[config.mk]
export PLATFORM = sky130hd
export DESIGN_NAME = cache_sram_ctrl
export DESIGN_NICKNAME = d
export VERILOG_FILES = /design/src/rtl/cache_sram_ctrl.sv
export SDC_FILE = /design/constraint.sdc
export NUM_CORES = 1
export LEC_CHECK = 0
export ABC_AREA = 1
export CORE_MARGIN = 2
export CORE_UTILIZATION = 25
export CTS_BUF_LIST = sky130_fd_sc_hd__clkbuf_4 sky130_fd_sc_hd__clkbuf_8
export CTS_CLUSTER_DIAMETER = 150
export CTS_CLUSTER_SIZE = 28
export DETAILED_ROUTE_END_ITERATION = 10
export GPL_TIMING_DRIVEN = 0
export PLACE_DENSITY = 0.68
export SYNTH_ARGS = -nofsm -noshare
export SYNTH_HDL_FRONTEND = slang
export SYNTH_SLANG_ARGS = --single-unit
[constraint.sdc]
create_clock -name clk -period 1.6 [get_ports clk]
set_input_delay 0.16 -clock clk [delete_from_list [all_inputs] [get_ports clk]]
set_output_delay 0.16 -clock clk [all_outputs]
set_load 0.005 [all_outputs]
[src/rtl/cache_sram_ctrl.sv]
// cache_sram_ctrl: arbitrates two requesters (A = core, B = refill) onto the
// four byte-lane SRAM cells of the cache data array and sequences each access
// with setup/sense phases for reads and write/hold phases for writes.
module cache_sram_ctrl #(
  parameter int ADDR_W = 9,
  parameter int LANES  = 4,
  parameter bit RR_EN  = 1'b1
) (
  input  logic                    clk,
  input  logic                    rst,
  input  logic                    a_req,
  input  logic                    a_we,
  input  logic [ADDR_W-1:0]       a_addr,
  input  logic [LANES-1:0]        a_be,
  input  logic [8*LANES-1:0]      a_wdata,
  output logic                    a_gnt,
  output logic                    a_rvalid,
  output logic                    a_wdone,
  input  logic                    b_req,
  input  logic                    b_we,
  input  logic [ADDR_W-1:0]       b_addr,
  input  logic [LANES-1:0]        b_be,
  input  logic [8*LANES-1:0]      b_wdata,
  output logic                    b_gnt,
  output logic                    b_rvalid,
  output logic                    b_wdone,
  output logic [8*LANES-1:0]      rdata,
  output logic                    busy,
  output logic [LANES*ADDR_W-1:0] cell_addr,
  output logic [8*LANES-1:0]      cell_din,
  input  logic [8*LANES-1:0]      cell_dout,
  output logic [LANES-1:0]        cell_wen,
  output logic [LANES-1:0]        cell_sense_en
);

  typedef enum logic [2:0] {
    IDLE,
    RD_SETUP,
    RD_SENSE,
    WR,
    WR_HOLD
  } state_t;

  state_t              state;
  logic                last_gnt;  // 1 = B was granted last
  logic                owner;     // 1 = B owns the access in flight
  logic [ADDR_W-1:0]   addr_reg;

  logic                sel_we;
  logic [ADDR_W-1:0]   sel_addr;
  logic [LANES-1:0]    sel_be;
  logic [8*LANES-1:0]  sel_wdata;

  // Grant decision: only while idle and out of reset; ties go round-robin or to B.
  always_comb begin
    a_gnt = 1'b0;
    b_gnt = 1'b0;
    if (state == IDLE && !rst) begin
      if (a_req && b_req) begin
        if (RR_EN) begin
          a_gnt = last_gnt;
          b_gnt = !last_gnt;
        end else begin
          b_gnt = 1'b1;
        end
      end else begin
        a_gnt = a_req;
        b_gnt = b_req;
      end
    end
  end

  // Select the request fields of whichever port is being granted.
  always_comb begin
    sel_we    = b_gnt ? b_we    : a_we;
    sel_addr  = b_gnt ? b_addr  : a_addr;
    sel_be    = b_gnt ? b_be    : a_be;
    sel_wdata = b_gnt ? b_wdata : a_wdata;
  end

  // Every lane sees the same word address; it is a direct register output.
  generate
    for (genvar gi = 0; gi < LANES; gi++) begin : g_lane_addr
      assign cell_addr[gi*ADDR_W +: ADDR_W] = addr_reg;
    end
  endgenerate

  // Access sequencer with registered SRAM controls and response pulses.
  always_ff @(posedge clk) begin
    if (rst) begin
      state         <= IDLE;
      last_gnt      <= 1'b1;
      owner         <= 1'b0;
      busy          <= 1'b0;
      addr_reg      <= '0;
      cell_din      <= '0;
      cell_wen      <= '0;
      cell_sense_en <= '0;
      rdata         <= '0;
      a_rvalid      <= 1'b0;
      b_rvalid      <= 1'b0;
      a_wdone       <= 1'b0;
      b_wdone       <= 1'b0;
    end else begin
      a_rvalid <= 1'b0;
      b_rvalid <= 1'b0;
      a_wdone  <= 1'b0;
      b_wdone  <= 1'b0;
      case (state)
        IDLE: begin
          if (a_gnt || b_gnt) begin
            owner    <= b_gnt;
            last_gnt <= b_gnt;
            busy     <= 1'b1;
            addr_reg <= sel_addr;
            if (sel_we) begin
              cell_din <= sel_wdata;
              cell_wen <= sel_be;
              state    <= WR;
            end else begin
              state    <= RD_SETUP;
            end
          end
        end
        RD_SETUP: begin
          cell_sense_en <= '1;
          state         <= RD_SENSE;
        end
        RD_SENSE: begin
          rdata         <= cell_dout;
          cell_sense_en <= '0;
          a_rvalid      <= !owner;
          b_rvalid      <= owner;
          busy          <= 1'b0;
          state         <= IDLE;
        end
        WR: begin
          cell_wen <= '0;
          a_wdone  <= !owner;
          b_wdone  <= owner;
          state    <= WR_HOLD;
        end
        WR_HOLD: begin
          busy  <= 1'b0;
          state <= IDLE;
        end
        default: begin
          cell_wen      <= '0;
          cell_sense_en <= '0;
          busy          <= 1'b0;
          state         <= IDLE;
        end
      endcase
    end
  end

endmodule

; ---- Word-level counts from Yosys, hierarchy flattened
; Cells that the tools add are included.
[classes]
n_reduce_logical = 16
bitwise = 4
n_eq_ne = 6
n_mux = 17
[ops]
columns = cell, n
row1 = 32-bit two-way mux, 1
row2 = 4-bit case mux with 2 select lines, 2
row3 = 4-bit two-way mux, 3
row4 = 9-bit two-way mux, 1
row5 = 3-bit case mux with 3 select lines, 1
row6 = "3-bit by 2-bit == test with 1-bit output, second input constant", 2
row7 = 1-bit two-way mux, 6
row8 = 3-bit AND reduction, 2
row9 = 2-bit OR reduction, 3
row10 = 3-bit OR reduction, 2
row11 = 1-bit NOT, 4
row12 = 2-bit AND reduction, 2
row13 = "3-bit by 1-bit == test with 1-bit output, second input constant", 1
row14 = "3-bit == test, second input constant", 1
row15 = 1-bit logical NOT, 3
row16 = 3-bit logical NOT, 1
row17 = 3-bit two-way mux, 1
row18 = 1-bit logical AND, 2
row19 = 2-bit two-way mux, 1
row20 = "2-bit by 1-bit != test with 1-bit output, second input constant", 1
row21 = "2-bit != test, second input constant", 1
row22 = 1-bit case mux with 2 select lines, 1
row23 = 1-bit logical OR, 1
[word_totals]
wordCells = 56
inputBits = 128
output_inout_bits = 115
register_bits = 91

; ---- Longest topological paths before layout
; Gate-level depths: netlist (run 1).
[logic_depth]
word_depth = 7
ltp_mapped = 11
ltp_nobuf = 10

; ---- Worst setup path before layout (run 1)
; OpenSTA, ideal clock, no wires.
[synth_timing]
path_kind = register to register
from = register state[1]
to = register cell_din[0]
period_less_slack_ps = 1392
stages_incl_launch_ff = 11
t_arrival_ps = 1279
required_ps = 1487
setup_ps = 113
path_buffers = 2
setup_slack_ps = 208
cell_sequence = dfxtp_1 > inv_1 > nand2_2 > nor2_8 > nand2_4 > buf_4 > buf_4 > nand2_1 > nand2_1 > nor2_1 > nor2_1
[synth_via]
elab_chain_cells = 5
[synth_rtl]
columns = element, line
row1 = "start, declared", 44  ; state_t state;
row2 = "start signal, assigned", 91  ; state <= IDLE;
row3 = "start signal, assigned", 119  ; state <= WR;
row4 = "start signal, assigned", 121  ; state <= RD_SETUP;
row5 = 3-bit logical NOT (*), "58, 109"
row6 = 1-bit logical AND, 58  ; if (state == IDLE && !rst) begin
row7 = 1-bit two-way mux, 58
row8 = 1-bit two-way mux or 1-bit logical OR (tied branches), "75, 111"
row9 = 3-bit AND reduction (no line), --
row10 = "end signal, assigned", 117  ; cell_din <= sel_wdata;
row11 = "end, declared", 30  ; output logic [8*LANES-1:0] cell_din,
; Every way passes the cells marked *; elsewhere a longest branch is shown, timed or not.
; A chain may end at the register's enable or synchronous reset.

; ---- Worst setup path in the final report (run 1)
[layout_timing]
from = register state[1]
to = register cell_din[22]
; The elaborated chain is that of the path after synthesis.

==> results of run 1 <==
## Yosys cell counts (2+ instances only)
cell type	count	area, µm²
nor2_1	159	597
inv_2	2	7.51
nand2_1	211	792
nand3b_1	4	30.0
nand2_2	3	18.8
dfxtp_1	88	1760
buf_4	37	278
inv_1	45	169
nor3_1	2	10.0
buf_6	3	33.8
nand3_1	7	35.0
clkbuf_1	14	52.6
o21ai_0	43	215
a21oi_1	6	30.0
nand2_4	3	33.8
buf_2	6	30.0
## kinds of logic (layout without fill, tap and decap cells)
| logic type | count (synthesis) | after routing |
|---|---|---|
| AO/OA/AOI/OAI | 53 | 53 |
| buffers and inverters | 108 | 384 |
| AND/OR/NAND/NOR | 391 | 391 |
| flip-flops | 88 | 88 |
## worst paths after layout
path,start,end,slack [ns],cells after the start
worst max-delay path,state[1],cell_din[22],-0.02,13
worst min-delay path,rst,state[1],0.26,2
worst max register to register,state[1],cell_din[22],-0.02,13
worst min register to register,owner,a_wdone,0.44,1
## timing repair
item | CTS | global route
pin swaps | 4 | 21
setup buffers | 12 | 4
resized for setup | 54 | 49
endpoints found under the setup margin | 57 | 59
cloned | 0 | 3
## power by group through the flow
stage	clock network (W)	registers, W	logic (W)
2_1_floorplan	0	0.00267	0.000962
3_3_place_gp	0	0.00266	0.00221
3_5_place_dp	0	0.00267	0.00221
4_1_cts	0.00152	0.00263	0.00232
5_1_grt	0.00162	0.00267	0.00271
6_report	0.00144	0.00263	0.00246
## layout make-up
type / count / area, µm²
buffer: 59 / 438
clock buffer: 10 / 131
clock inverter: 6 / 46.3
fill: 1693 / 8920
inverter: 48 / 194
multi-input combinational: 444 / 1980
sequential: 88 / 1780
tap: 220 / 275
timing repair buffer: 261 / 2650
## layer usage
metal	GRT usage (%)	part of all wire (%)	up-vias	wire, µm
li1	-	-	2435	-
met1	18.7	42	1958	5920
met3	6.82	9.4	16	1340
met4	3.94	1.3	0	191
met2	27.4	48	162	6810
met5	0	0	-	0
## critical path: cells and delay by family, from the launching register on
| family | cells | cell delay [ns] |
|---|---|---|
| buffers and inverters | 4 | 0.52 |
| DFF | 1 | 0.35 |
| and+or+nand+nor | 9 | 0.62 |
## metrics by stage
| stage | total power [W] | hold WS (ns) | cell area, µm² | TNS, ns | cells |
|---|---|---|---|---|---|
| floorplan | 0.00364 | 0.232 | 4160 | 0 | 640 |
| global placement | 0.00487 | 0.427 | 6860 | -22.39 | 1102 |
| detailed placement | 0.00488 | 0.428 | 6860 | -23.22 | 1102 |
| CTS | 0.00648 | 0.228 | 7240 | 0 | 1130 |
| global route | 0.00700 | 0.302 | 7490 | -2.22 | 1136 |
| finish | 0.00653 | 0.263 | 7490 | -0.0868 | 1136 |
==> impl_metrics.env, run 1 <==
export IMPL_run_status="complete, but fails checks"
export IMPL_failed_checks="negative setup slack"
export IMPL_clock_tree_root_cell="clkbuf_8"
export IMPL_cp_common_cell="nand2_4"
export IMPL_clock_latency_ns=0.38
export IMPL_total_switching_power_w=0.00202
export IMPL_worst_path_max_delay_cell="dfxtp_2"
export IMPL_critical_path_cell_chain="inv_4 > nand2_4 > nor2_8 > nand2_4 > buf_6 > nand2_4 > nand2_4 > nand2_4 > buf_12 > clkbuf_16 > nand2_2 > nand2_1 > nor2_1"
export IMPL_cellInternalPower_w=0.00451
export IMPL_synth_nets=768
export IMPL_grt_first_pass_wirelength_um=22400
export IMPL_ys_types=23
export IMPL_drt_first_pass_iters=4
export IMPL_util_after_layout_pct=45.7
export IMPL_die_width_um=133
export IMPL_postSynthAreaPerCell_um2=6.50
export IMPL_finalWirelength_um=14300
export IMPL_synth_yosys_seq_area_share_pct=42.4
export IMPL_gr_usage_all_layers_pct=16.1
export IMPL_synthAdderAreaFrac_pct=0
export IMPL_grt_antenna_before_repair=0
export IMPL_hold_violations=0
export IMPL_yosys_register_bits=88
export IMPL_core_area_um2=16400
export IMPL_cts_max_level=3
export IMPL_final_min_clock_period_ns=1.62
export IMPL_synth_cell_area_um2=4160
export IMPL_post_synth_and_or_nand_nor_area_fraction_pct=37.2
export IMPL_die_area_um2=17700
export IMPL_mostFrequentLayoutCell="clkdlybuf4s50_1"
export IMPL_report_final_slew_viol_count=0
export IMPL_power_share_combinational_pct=37.7
export IMPL_grt_overflow_total=0
export IMPL_static_leakage_power_nw=3.34
export IMPL_seqPwrFrac_pct=40.2
export IMPL_timing_final_crit_share_pct=101
export IMPL_drt_initial_drc_count=125
export IMPL_largest_family_of_logic_cells_by_synthesized_area="simple AND/OR/NAND/NOR gates"
export IMPL_count_of_input_and_output_buffers=242
export IMPL_drc_violation_count_after_routing=0
export IMPL_cts_tree="built"
export IMPL_cts_path_max_buffers=2
export IMPL_route_vias_total=4571
export IMPL_cp_data_required_time_ns=1.88
export IMPL_finClkSkew_ns=0.00666
export IMPL_count_of_synthesis_stage_warnings_from_yosys=0
export IMPL_clock_sinks=88
export IMPL_worstHoldPathType="input port to register"
export IMPL_power_clock_fraction_pct=22.1
export IMPL_xor_xnor_cell_area_share_of_the_yosys_netlist_pct=0
export IMPL_insertedDiodeCount=0
export IMPL_timing_worst_setup_path_type="register to register"
export IMPL_synth_mux_area_share_pct=0
export IMPL_placementRows=47
export IMPL_layout_cells_most_common_list="clkdlybuf4s50_1 (239), nand2_1 (184), nor2_1 (153)"
export IMPL_timing_slew_headroom_pct=63.2
export IMPL_num_io_pins=243
export IMPL_clk_transition_reported_paths_ns=0.09
export IMPL_post_cts_hold_buffer_count=0
export IMPL_rsz0062_at_grt="true"
export IMPL_postSynth_asyncResetShare_pct=0
export IMPL_power_density_nw_per_um2=872
export IMPL_top_fanout_value_on_the_critical_path=8
export IMPL_synth_edf_count=0
export IMPL_preCtsSetupSlack_ns=-0.795
export IMPL_fin_ws_ns=-0.0210
export IMPL_layout_area_overhead_vs_synth_pct=80.2
export IMPL_setup_viol_count_final=11
export IMPL_die_height_um=133
export IMPL_crit_arrival_ns=1.90
export IMPL_antenna_left=0
export IMPL_initial_core_util_pct=25.3
export IMPL_numCtsBuffers=9
export IMPL_final_layout_size_suffix_gt1_share_pct=16.3
export IMPL_synth_top_flop_cell="dfxtp_1"
export IMPL_max_freq_mhz=617
export IMPL_avgViaCountPerCell=4.02
export IMPL_max_cap_violations=0
export IMPL_crit_path_start_kind="register"
export IMPL_slew_worst_pin_ns=0.553
export IMPL_number_of_global_route_vias_before_repair=4334
export IMPL_routed_wire_length_per_instance_um=12.5
export IMPL_critPathCaptureType="register"
export IMPL_maximum_number_of_pins_on_one_net_before_global_route_repair=16
export IMPL_final_estimated_routing_congestion_in_global_placement=0.783
export IMPL_synthesis_instances=640
export IMPL_synth_compound_gate_area_share_pct=6.62
export IMPL_power_switching_fraction_pct=31.0
export IMPL_max_stage_delay_ns=0.35
export IMPL_worst_ir_drop_vdd_v=0.000532
export IMPL_detailed_place_hpwl_um=10500
export IMPL_num_nets_final=1039
(Power assumes the default switching activity.)
==> inputs of run 2 (changes only) <==
--- a/config.mk
+++ b/config.mk
@@ -6,14 +6,15 @@
 export NUM_CORES = 1
 export LEC_CHECK = 0
 export ABC_AREA = 1
+export CELL_PAD_IN_SITES_DETAIL_PLACEMENT = 1
+export CELL_PAD_IN_SITES_GLOBAL_PLACEMENT = 1
 export CORE_MARGIN = 2
 export CORE_UTILIZATION = 25
-export CTS_BUF_LIST = sky130_fd_sc_hd__clkbuf_4 sky130_fd_sc_hd__clkbuf_8
 export CTS_CLUSTER_DIAMETER = 150
 export CTS_CLUSTER_SIZE = 28
 export DETAILED_ROUTE_END_ITERATION = 10
 export GPL_TIMING_DRIVEN = 0
-export PLACE_DENSITY = 0.68
+export PLACE_DENSITY = 0.92
 export SYNTH_ARGS = -nofsm -noshare
 export SYNTH_HDL_FRONTEND = slang
 export SYNTH_SLANG_ARGS = --single-unit
==> run 2 against run 1 <==
  * The flow still finishes with violations (negative setup slack)
  * Core utilization grew 2.0 points
  * Fmax fell by 0.41%
  * Clock power grew 62%
  * First-iteration DRC count down 18%
  * Combinational power grew 8.1%
  * Sequential power about the same
  * Via count up 8.2%
  * Wire length up 19%
  * Clock skew down 0.0030 ns
  * Non-clock buffer count fell by 1
  * Critical path type unchanged
  * Critical endpoint is now cell_din[29]
  * Largest cell class unchanged
==> impl_metrics.env, run 2 (same netlist as run 1, synthesis figures left out) <==
export IMPL_run_status="complete, but fails checks"
export IMPL_failed_checks="negative setup slack"
export IMPL_power_density_nw_per_um2=978
export IMPL_fin_cells=1137
export IMPL_top_fanout_value_on_the_critical_path=5
export IMPL_total_switching_power_w=0.00224
export IMPL_setup_viol_count_final=2
export IMPL_slew_worst_pin_ns=0.644
export IMPL_routed_wire_length_per_instance_um=14.9
export IMPL_die_area_um2=17700
export IMPL_cts_path_max_buffers=2
export IMPL_max_cap_violations=0
export IMPL_seqPwrFrac_pct=34.6
export IMPL_critical_path_depth=11
export IMPL_final_min_clock_period_ns=1.63
export IMPL_finClkSkew_ns=0.00366
export IMPL_report_final_slew_viol_count=0
export IMPL_layout_area_overhead_vs_synth_pct=88.0
export IMPL_hold_violations=0
export IMPL_worst_path_max_delay_cell="dfxtp_4"
export IMPL_hold_path_startpoint="rst"
export IMPL_crit_path_start="state[1]"
export IMPL_initial_core_util_pct=25.3
export IMPL_finalWirelength_um=17000
export IMPL_power_share_combinational_pct=34.8
export IMPL_util_after_layout_pct=47.6
export IMPL_rsz0062_at_grt="true"
export IMPL_crit_arrival_ns=1.90
export IMPL_final_layout_size_suffix_gt1_share_pct=17.3
export IMPL_maximum_number_of_pins_on_one_net_before_global_route_repair=16
export IMPL_gr_usage_all_layers_pct=18.3
export IMPL_mostFrequentLayoutCell="clkdlybuf4s50_1"
export IMPL_grt_overflow_total=0
export IMPL_dp_cells=1102
export IMPL_clock_sinks=88
export IMPL_cp_data_required_time_ns=1.87
export IMPL_count_of_input_and_output_buffers=242
export IMPL_route_vias_total=4946
export IMPL_reg2reg_setup_slack_ns=-0.03
export IMPL_power_clock_fraction_pct=30.6
export IMPL_final_estimated_routing_congestion_in_global_placement=0.790
export IMPL_power_switching_fraction_pct=29.4
export IMPL_number_of_global_route_vias_before_repair=4997
export IMPL_cellInternalPower_w=0.00540
export IMPL_detailed_place_hpwl_um=12800
export IMPL_max_freq_mhz=614
export IMPL_num_io_pins=243
export IMPL_filler_cell_count=2006
export IMPL_drc_violation_count_after_routing=0
export IMPL_insertedDiodeCount=0
export IMPL_grt_first_pass_wirelength_um=25500
export IMPL_path_buf_inv=3
export IMPL_core_area_um2=16400
export IMPL_worstReg2RegStart="state[1]"
export IMPL_cts_tree="built"
export IMPL_cp_top_family="simple AND/OR/NAND/NOR gates"
export IMPL_r2r_end="cell_din[29]"
export IMPL_avgViaCountPerCell=4.35
export IMPL_timing_reg2reg_worst_path_depth=11
export IMPL_layout_cells_most_common_list="clkdlybuf4s50_1 (239), nand2_1 (171), nor2_1 (152)"
export IMPL_antenna_left=0
export IMPL_cts_max_level=3
export IMPL_timing_slew_headroom_pct=57.1
export IMPL_post_cts_hold_buffer_count=0
export IMPL_timing_worst_setup_path_type="register to register"
export IMPL_worst_ir_drop_vdd_v=0.000395
export IMPL_crit_path_start_kind="register"
export IMPL_drt_first_pass_iters=4
export IMPL_critPathCaptureType="register"
export IMPL_clk_transition_reported_paths_ns=0.06
export IMPL_timing_critical_path_to="cell_din[29]"
export IMPL_timing_final_crit_share_pct=102
export IMPL_max_stage_delay_ns=0.36
export IMPL_clock_latency_ns=0.34
export IMPL_die_width_um=133
export IMPL_num_nets_final=1040
export IMPL_worstHoldPathType="input port to register"
export IMPL_drt_initial_drc_count=103
export IMPL_critical_path_cell_chain="inv_4 > nand2_4 > nor2_8 > buf_6 > nand3_4 > nand2_8 > nand2_8 > clkbuf_16 > nand2_4 > nand2_2 > nor2_1"
export IMPL_static_leakage_power_nw=3.45
export IMPL_numCtsBuffers=9
export IMPL_fin_ws_ns=-0.0276
export IMPL_setup_tns_ns=-0.0293
export IMPL_grt_antenna_before_repair=1
export IMPL_die_height_um=133
export IMPL_preCtsSetupSlack_ns=-0.852
export IMPL_placementRows=47
export IMPL_clock_tree_root_cell="clkbuf_16"
==> run 2: cell count changes in the layout (fill, tap and decap cells not counted), moves of 8 or more <==
cell | before | now
clkbuf_16 | 3 | 13
clkbuf_8 | 9 | 1
dfxtp_1 | 74 | 83
dfxtp_2 | 13 | 3
nand2_1 | 184 | 171
==> run 2: worst reg2reg max path, cell delays in order (launching register included) <==
cell and delay [ns]:
dfxtp_4 0.36, inv_4 0.07, nand2_4 0.07, nor2_8 0.18
buf_6 0.13, nand3_4 0.09, nand2_8 0.14, nand2_8 0.09
clkbuf_16 0.18, nand2_4 0.05, nand2_2 0.05, nor2_1 0.15
==> run 2: worst min-delay path by stage <==
stage,slack [ns],depth (start not counted),end
3_3_place_gp,0.44,2,busy
5_1_grt,0.29,2,state[1]
4_1_cts,0.28,2,state[1]
3_5_place_dp,0.45,2,busy
2_1_floorplan,0.23,1,state[1]
6_report,0.30,2,state[1]
==> run 2: power by group through the flow <==
stage               combinational [W]  sequential (W)  clock [W]
floorplan                    0.000962         0.00267          0
global placement              0.00220         0.00266          0
detailed placement            0.00228         0.00268          0
CTS                           0.00235         0.00264    0.00243
global route                  0.00291         0.00267    0.00254
finish                        0.00266         0.00264    0.00234
==> run 2: layout make-up <==
class / instances / area, µm² / area share (%)
multi-input cells: 446 / 2130 / 27.2
flip-flops and latches: 88 / 1770 / 22.7
well taps: 220 / 275 / 3.52
plain buffers: 60 / 462 / 5.91
clock buffers: 10 / 239 / 3.06
clock inverters: 6 / 91.3 / 1.17
repair buffers: 259 / 2650 / 33.9
inverters: 48 / 199 / 2.54
==> run 2: metrics by stage <==
step	hold slack, ns	power, W	cell area [µm²]
global route	0.293	0.00813	7820
detailed placement	0.452	0.00496	6860
CTS	0.282	0.00742	7300
global placement	0.441	0.00486	6860
floorplan	0.232	0.00364	4160
finish	0.295	0.00764	7820
==> run 2: layer usage <==
metal  wire [µm]  GRT usage, %  vias up
met5          12             0        -
met4         227          5.85        2
met2        9020          33.5      159
met3        1160          5.86       19
met1        6530          20.0     2313
li1            -             -     2453
==> run 2: timing repair <==
action	in CTS	in global routing
endpoints found under the setup margin	53	71
gates cloned	0	6
pin swaps	3	26
setup buffers	8	5
gates resized for setup	32	112
==> inputs of run 3 (changes only) <==
==> constraint.sdc (replaced) <==
create_clock -name clk -period 1.6 [get_ports clk]
set_input_delay 0.32 -clock clk [delete_from_list [all_inputs] [get_ports clk]]
set_output_delay 0.32 -clock clk [all_outputs]
set_load 0.005 [all_outputs]
==> run 3 against run 2 <==
  * The run still ends with negative setup slack left
  * Sequential share of layout area fell by 0.60 points
  * Fmax decreased by 2.9%
  * Core utilization increased by 1.7 points
  * Flip-flop and latch count is the same
  * Register-to-register slack lost 0.05 ns
  * Die area stayed put
  * Largest power group unchanged
==> impl_metrics.env, run 3 (same netlist as run 1, synthesis figures left out) <==
export IMPL_run_status="complete, but fails checks"
export IMPL_failed_checks="negative setup slack"
export IMPL_post_cts_hold_buffer_count=0
export IMPL_drt_first_pass_iters=4
export IMPL_clock_sinks=88
export IMPL_maximum_number_of_pins_on_one_net_before_global_route_repair=16
export IMPL_route_vias_total=4988
export IMPL_power_density_nw_per_um2=956
export IMPL_crit_path_start_kind="register"
export IMPL_max_cap_violations=0
export IMPL_fin_cells=1148
export IMPL_setup_tns_ns=-0.734
export IMPL_fin_ws_ns=-0.0765
export IMPL_final_layout_size_suffix_gt1_share_pct=23.2
export IMPL_count_of_input_and_output_buffers=242
export IMPL_numCtsBuffers=9
export IMPL_placementRows=47
export IMPL_drc_violation_count_after_routing=0
export IMPL_max_freq_mhz=596
export IMPL_die_width_um=133
export IMPL_clk_transition_reported_paths_ns=0.06
export IMPL_grt_overflow_total=0
export IMPL_layout_cells_most_common_list="clkdlybuf4s50_1 (206), nand2_1 (147), nor2_1 (143)"
export IMPL_timing_reg2reg_worst_path_depth=12
export IMPL_rsz0062_at_grt="true"
export IMPL_antenna_left=0
export IMPL_timing_critical_path_to="cell_din[29]"
export IMPL_static_leakage_power_nw=3.69
export IMPL_slew_worst_pin_ns=0.688
export IMPL_final_min_clock_period_ns=1.68
export IMPL_dpl_cell_area_um2=6860
export IMPL_grt_first_pass_wirelength_um=26200
export IMPL_crit_path_start="state[1]"
export IMPL_die_height_um=133
export IMPL_final_estimated_routing_congestion_in_global_placement=0.790
export IMPL_timing_slew_headroom_pct=54.2
export IMPL_cts_max_level=3
export IMPL_r2r_end="cell_din[29]"
export IMPL_dp_cells=1102
export IMPL_mostFrequentLayoutCell="clkdlybuf4s50_1"
export IMPL_finalWirelength_um=17600
export IMPL_detailed_place_hpwl_um=12800
export IMPL_cts_path_max_buffers=2
export IMPL_worst_ir_drop_vdd_v=0.000387
export IMPL_cts_tree="built"
export IMPL_worstReg2RegStart="state[1]"
export IMPL_avgViaCountPerCell=4.34
export IMPL_clock_latency_ns=0.35
export IMPL_gr_usage_all_layers_pct=18.8
export IMPL_drt_initial_drc_count=92
export IMPL_num_nets_final=1051
export IMPL_final_area_um2=8090
export IMPL_clock_tree_root_cell="clkbuf_16"
export IMPL_hold_violations=0
export IMPL_hold_path_startpoint="rst"
export IMPL_worstHoldPathType="input port to register"
export IMPL_timing_worst_setup_path_type="register to register"
export IMPL_routed_wire_length_per_instance_um=15.3
export IMPL_cp_data_required_time_ns=1.84
export IMPL_top_fanout_value_on_the_critical_path=6
export IMPL_util_after_layout_pct=49.3
export IMPL_grt_antenna_before_repair=1
export IMPL_critPathCaptureType="register"
export IMPL_finClkSkew_ns=0.00666
export IMPL_number_of_global_route_vias_before_repair=5097
export IMPL_timing_final_crit_share_pct=105
export IMPL_initial_core_util_pct=25.3
export IMPL_layout_area_overhead_vs_synth_pct=94.6
export IMPL_report_final_slew_viol_count=0
export IMPL_die_area_um2=17700
export IMPL_setup_viol_count_final=21
export IMPL_core_area_um2=16400
export IMPL_reg2reg_setup_slack_ns=-0.08
export IMPL_final_hold_slack_ns=0.253
export IMPL_num_io_pins=243
export IMPL_insertedDiodeCount=0
export IMPL_crit_arrival_ns=1.91
==> run 3: critical path, stage by stage (launching register included) <==
cell and delay [ns]:
dfxtp_2 0.33, inv_2 0.08, nand2_4 0.07, nor2_8 0.18
nand2_8 0.09, buf_12 0.16, nand2_8 0.07, nand2_8 0.09
nand2_8 0.14, clkbuf_16 0.18, nand2_4 0.04, nand2_2 0.05
nor2_1 0.06
==> run 3: per-stage QoR <==
step           setup WS [ns]  total power, W
2_1_floorplan          0.208         0.00364
3_3_place_gp           -1.12         0.00486
3_5_place_dp           -1.17         0.00496
4_1_cts              -0.0719         0.00745
5_1_grt               -0.140         0.00821
6_report             -0.0765         0.00773
==> run 3: metal layers <==
metal | GRT usage [%] | up-vias | wire length [µm]
li1 | - | 2477 | -
met1 | 20.4 | 2330 | 6760
met2 | 34.8 | 158 | 9400
met3 | 5.63 | 21 | 1110
met4 | 5.85 | 2 | 294
met5 | 0 | - | 12
==> run 3: how the worst min path moves through the flow <==
| stage | to | slack [ns] | depth (start not counted) |
|---|---|---|---|
| global route | state[1] | 0.26 | 2 |
| global placement | busy | 0.44 | 2 |
| CTS | state[1] | 0.44 | 2 |
| floorplan | state[1] | 0.39 | 1 |
| detailed placement | busy | 0.45 | 2 |
| finish | state[1] | 0.25 | 2 |
==> run 3: cell type report <==
class | count | area [µm²]
multi-input cells | 446 | 2280
plain buffers | 60 | 494
clock inverters | 6 | 91.3
fillers | 1977 | 8310
flip-flops and latches | 88 | 1790
inverters | 48 | 195
clock buffers | 10 | 239
repair buffers | 270 | 2730
well taps | 220 | 275
==> run 3: timing repair <==
item,4_1_cts,5_1_grt
setup buffers,18,3
pin swaps,3,53
gates resized for setup,95,147
cloned,1,8
setup endpoints to repair,93,71
==> run 3: power by group <==
group | switching, W | internal (W) | leakage [nW]
clock | 0.000922 | 0.00142 | 0.163
combinational | 0.00122 | 0.00154 | 2.80
sequential | 0.000171 | 0.00247 | 0.725
total | 0.00231 | 0.00542 | 3.69
